File: src/rtl/pwm_loader.sv
// pwm_loader: fetches a frame of drive words from BRAM, converts intensity to
// pulse width, bursts the beats into the PWM preconditioner, then issues one
// UPDATE strobe on the PWM period boundary once the preconditioner is done.
module pwm_loader #(
  parameter int DEPTH       = 249,
  parameter int MEM_LATENCY = 2
) (
  input  logic        CLK,
  input  logic        RST_N,
  input  logic [8:0]  TIME_CNT,
  input  logic        START,
  output logic        BUSY,
  output logic        RD_EN,
  output logic [7:0]  ADDR,
  input  logic [15:0] RDATA,
  output logic        DIN_VALID,
  output logic [8:0]  PULSE_WIDTH,
  output logic [7:0]  PHASE,
  input  logic        PWM_DONE,
  output logic        UPDATE
);

  typedef enum logic [2:0] {
    IDLE,
    READ,
    DRAIN,
    WAIT_DONE,
    WAIT_SYNC
  } state_t;

  localparam logic [7:0] LAST_ADDR  = 8'(DEPTH - 1);
  localparam logic [2:0] DRAIN_LAST = 3'(MEM_LATENCY);

  state_t                 state, state_next;
  logic                   pending, pending_next;
  logic                   rd_en_next;
  logic [7:0]             addr_next;
  logic                   update_next;
  logic [2:0]             drain_cnt, drain_cnt_next;
  logic [MEM_LATENCY-1:0] valid_pipe;

  // Next-state and next-output decode; every output is registered below, so
  // UPDATE is scheduled one cycle early (TIME_CNT==510) to land on 511.
  always_comb begin
    state_next     = state;
    pending_next   = pending | START;
    rd_en_next     = 1'b0;
    addr_next      = ADDR;
    update_next    = 1'b0;
    drain_cnt_next = drain_cnt;
    case (state)
      IDLE: begin
        if (START || pending) begin
          state_next   = READ;
          rd_en_next   = 1'b1;
          addr_next    = 8'd0;
          pending_next = 1'b0;
        end
      end
      READ: begin
        if (ADDR == LAST_ADDR) begin
          state_next     = DRAIN;
          drain_cnt_next = 3'd0;
        end else begin
          rd_en_next = 1'b1;
          addr_next  = ADDR + 8'd1;
        end
      end
      DRAIN: begin
        if (drain_cnt == DRAIN_LAST) begin
          state_next = WAIT_DONE;
        end else begin
          drain_cnt_next = drain_cnt + 3'd1;
        end
      end
      WAIT_DONE: begin
        if (PWM_DONE) begin
          state_next = WAIT_SYNC;
        end
      end
      WAIT_SYNC: begin
        if (UPDATE) begin
          state_next = IDLE;
        end else if (TIME_CNT == 9'd510) begin
          update_next = 1'b1;
        end
      end
      default: begin
        state_next = IDLE;
      end
    endcase
  end

  // Control register bank: state, pending request, read port and strobe.
  always_ff @(posedge CLK or negedge RST_N) begin
    if (!RST_N) begin
      state     <= IDLE;
      pending   <= 1'b0;
      RD_EN     <= 1'b0;
      ADDR      <= 8'd0;
      UPDATE    <= 1'b0;
      BUSY      <= 1'b0;
      drain_cnt <= 3'd0;
    end else begin
      state     <= state_next;
      pending   <= pending_next;
      RD_EN     <= rd_en_next;
      ADDR      <= addr_next;
      UPDATE    <= update_next;
      BUSY      <= (state_next != IDLE);
      drain_cnt <= drain_cnt_next;
    end
  end

  // Data path: track read latency, then convert intensity with rounding so
  // 255 maps to exactly 256 (50% duty) and capture the phase alongside.
  always_ff @(posedge CLK or negedge RST_N) begin
    if (!RST_N) begin
      valid_pipe  <= '0;
      DIN_VALID   <= 1'b0;
      PULSE_WIDTH <= 9'd0;
      PHASE       <= 8'd0;
    end else begin
      valid_pipe[0] <= RD_EN;
      for (int i = 1; i < MEM_LATENCY; i++) begin
        valid_pipe[i] <= valid_pipe[i-1];
      end
      DIN_VALID <= valid_pipe[MEM_LATENCY-1];
      if (valid_pipe[MEM_LATENCY-1]) begin
        PULSE_WIDTH <= {1'b0, RDATA[15:8]} + {8'd0, RDATA[15]};
        PHASE       <= RDATA[7:0];
      end
    end
  end

endmodule
File: config.mk
export PLATFORM = sky130hd
export DESIGN_NAME = pwm_loader
export DESIGN_NICKNAME = d
export VERILOG_FILES = /design/src/rtl/pwm_loader.sv
export SDC_FILE = /design/constraint.sdc
export NUM_CORES = 1
export LEC_CHECK = 0
export CORE_UTILIZATION = 48
export CTS_BUF_LIST = sky130_fd_sc_hd__clkbuf_4 sky130_fd_sc_hd__clkbuf_8
export DETAILED_ROUTE_END_ITERATION = 10
export PLACE_DENSITY = 0.83
export SYNTH_ARGS = -nofsm -noshare
export SYNTH_HDL_FRONTEND = slang
export SYNTH_SLANG_ARGS = --single-unit
File: constraint.sdc
create_clock -name CLK -period 2.7 [get_ports CLK]
set_input_delay 0.27 -clock CLK [delete_from_list [all_inputs] [get_ports CLK]]
set_output_delay 0.27 -clock CLK [all_outputs]
set_load 0.02 [all_outputs]
==> results.sh <==
export IMPL_status="complete, no violations"
export IMPL_yosysSeqAreaShare_pct=54.7
export IMPL_grt_max_degree=39
export IMPL_finalSetupTns_ns=0
export IMPL_holdWs_ns=0.00114
export IMPL_min_path_type="in -> async"
export IMPL_cts_buffers=5
export IMPL_drc=0
export IMPL_hold_buffers=0
export IMPL_wl_met1_mm=1.53
export IMPL_fin_area_mm2=0.00239
export IMPL_fin_cells=266
export IMPL_peakVddDrop_mv=0.434
export IMPL_layout_drive_gt1_share_pct=8.18
export IMPL_maxCapViolCount=0
export IMPL_clk_pin_slew_ns=0.11
export IMPL_insertion_delay_ns=0.34
export IMPL_post_route_util_pct=70.1
export IMPL_fin_crit_ns=1.74
export IMPL_grtUsageTotal_pct=21.9
export IMPL_critPathMaxStageDelay_ns=0.65
export IMPL_clock_path_buffers=2
export IMPL_post_cts_resized=0
export IMPL_h_tree_depth=2
export IMPL_seqPwrFrac_pct=51.1
export IMPL_r2r_start="state[2]"
export IMPL_maxSlewViolCount=0
export IMPL_dpl_instance_area_mm2=0.00235
export IMPL_grt_pass1_vias=1560
export IMPL_drtAntennaViolNets=0
export IMPL_antenna_found_initial=0
export IMPL_required_ns=2.43
export IMPL_cp_cell_sequence="clkdlybuf4s50_1"
export IMPL_r2r_setup_slack_ns=0.98
export IMPL_die_y_um=62.2
export IMPL_syn_nets=195
export IMPL_worstReg2RegEnd="ADDR[5]"
export IMPL_initial_utilization_pct=50.9
export IMPL_p_int_mw=0.940
export IMPL_die_w_um=62.2
export IMPL_drt_pass1_iter_count=4
export IMPL_synth_seq_cells=38
export IMPL_rows=21
export IMPL_crit_family="buffers and inverters"
export IMPL_final_cell_mix="56 x clkdlybuf4s50_1, 38 x dfrtp_1, 13 x o21ai_0"
export IMPL_top_layer="met4"
export IMPL_core_area_mm2=0.00342
export IMPL_final_hold_violation_count=0
export IMPL_final_common_cell="clkdlybuf4s50_1"
export IMPL_maxSlewHeadroom_pct=47.3
export IMPL_post_place_cells=259
export IMPL_finalSetupViolations=0
export IMPL_cts_root_buf="clkbuf_4"
export IMPL_clock_power_share_pct=19.2
export IMPL_swShare_pct=32.9
export IMPL_cts_sinks=38
export IMPL_met2_length_mm=1.85
export IMPL_dr_total_vias=1491
export IMPL_rsz0062_at_grt="no"
export IMPL_synthArstFlopShare_pct=100
export IMPL_slowest_stage="clkdlybuf4s50_1"
export IMPL_fin_crit_sh_pct=64.5
export IMPL_hpwlAfterDp_mm=2.74
export IMPL_wire_per_inst_um=13.9
export IMPL_worst_pin_slew_ns=0.790
export IMPL_first_iter_violations=88
export IMPL_fin_skew_ns=0.0107
export IMPL_ios=58
export IMPL_syn_cell_area_mm2=0.00174
export IMPL_die_area_mm2=0.00387
export IMPL_synth_edf_count=0
export IMPL_grt_remaining_overflow=0
export IMPL_critPathArrivalTime_ns=1.47
export IMPL_place_port_buffers=57
export IMPL_area_growth_pct=37.7
export IMPL_ys_flop_type="dfrtp_1"
export IMPL_num_antenna_cells=0
export IMPL_worst_path_buf_inv=1
export IMPL_powerDensity_mw_per_mm2=585
export IMPL_end_kind="primary output"
export IMPL_critical_path_class="reg -> out"
export IMPL_synth_avg_cell_area_um2=10.9
export IMPL_p_leak_nw=0.970
export IMPL_path_max_fanout=8
export IMPL_startpoint_type="flop"
export IMPL_r2r_cells=3
export IMPL_synthCells=160
export IMPL_fmax_mhz=574
export IMPL_vias_per_cell=5.61
export IMPL_p_comb_share_pct=29.7
export IMPL_cts_tree="built"
export IMPL_postCtsSetupBuffers=0
export IMPL_synth_distinct_cells=32
export IMPL_gp_congestion=0.863
export IMPL_wl_mm=3.71
export IMPL_grt_pass1_wl_mm=6.64
export IMPL_yosysWarningCount=0
export IMPL_p_sw_mw=0.460
export IMPL_wl_met3_um=238
export IMPL_finalNetCount=255
power groups by stage:
stage | combinational (mW) | sequential (mW) | clock [mW]
3_3_place_gp | 0.406 | 0.718 | 0
2_1_floorplan | 0.137 | 0.783 | 0
6_report | 0.415 | 0.716 | 0.269
3_5_place_dp | 0.417 | 0.725 | 0
4_1_cts | 0.420 | 0.714 | 0.278
5_1_grt | 0.461 | 0.728 | 0.305
metrics by stage:
| step | worst slack, ns | power [mW] |
|---|---|---|
| global route | 0.871 | 1.49 |
| detailed placement | 0.824 | 1.14 |
| CTS | 0.943 | 1.41 |
| floorplan | 1.06 | 0.920 |
| finish | 0.958 | 1.40 |
| global placement | 0.912 | 1.12 |
synth_stat cells, types with 3 or more instances:
cell type	number	area share, %
a31oi_1	3	1.1
a21oi_1	12	3.5
nand4_1	4	1.4
or3_1	7	2.5
mux2_2	10	6.5
nand3_1	5	1.4
or4_1	4	1.7
inv_1	7	1.5
nor2_1	10	2.2
nor3_1	3	0.86
dfrtp_1	38	55
nand2_1	9	1.9
clkbuf_1	4	0.86
ha_1	6	4.3
o21ai_0	13	3.7
how the worst max path moves through the flow:
stage,from,to,cells past startpoint
2_1_floorplan,state[2],ADDR[7],4
3_3_place_gp,RDATA[15],PULSE_WIDTH[6],6
3_5_place_dp,RDATA[15],PULSE_WIDTH[6],6
4_1_cts,ADDR[3],ADDR[3],1
5_1_grt,state[2],ADDR[5],3
6_report,ADDR[3],ADDR[3],1
kinds of logic after synthesis:
logic type / synth area share, %
and+or+nand+nor: 17.1
AOI/OAI and AO/OA: 12.4
buffers and inverters: 2.37
muxes: 7.63
adders and majority gates: 4.32
xor gates and xnor gates: 1.51
DFF: 54.7
per-layer routing:
metal | track usage (%) | vias up
li1 | - | 707
met1 | 24.7 | 715
met2 | 37.6 | 57
met3 | 6.43 | 12
met4 | 11.0 | 0
met5 | 0 | -
registers in the layout, summed over array words and instances (netlist names):
name / cells
valid_pipe: 2
PULSE_WIDTH: 9
ADDR: 8
state: 3
DIN_VALID: 1
drain_cnt: 3
BUSY: 1
pending: 1
UPDATE: 1
RD_EN: 1
PHASE: 8
worst reg2reg max path, stage by stage (launching register included):
cell	delay [ns]
dfrtp_1	0.47
or3b_1	0.51
or4_1	0.53
a21oi_1	0.15
area by class of cell:
| type | instances | area (µm²) |
|---|---|---|
| repair buffers | 57 | 566 |
| fillers | 271 | 1020 |
| inverters | 7 | 26.3 |
| flip-flops and latches | 38 | 951 |
| multi-input cells | 111 | 747 |
| well taps | 46 | 57.6 |
| clock buffers | 5 | 37.5 |
| clock inverters | 2 | 10.0 |
Note: power is estimated with default switching activity, not from simulation.
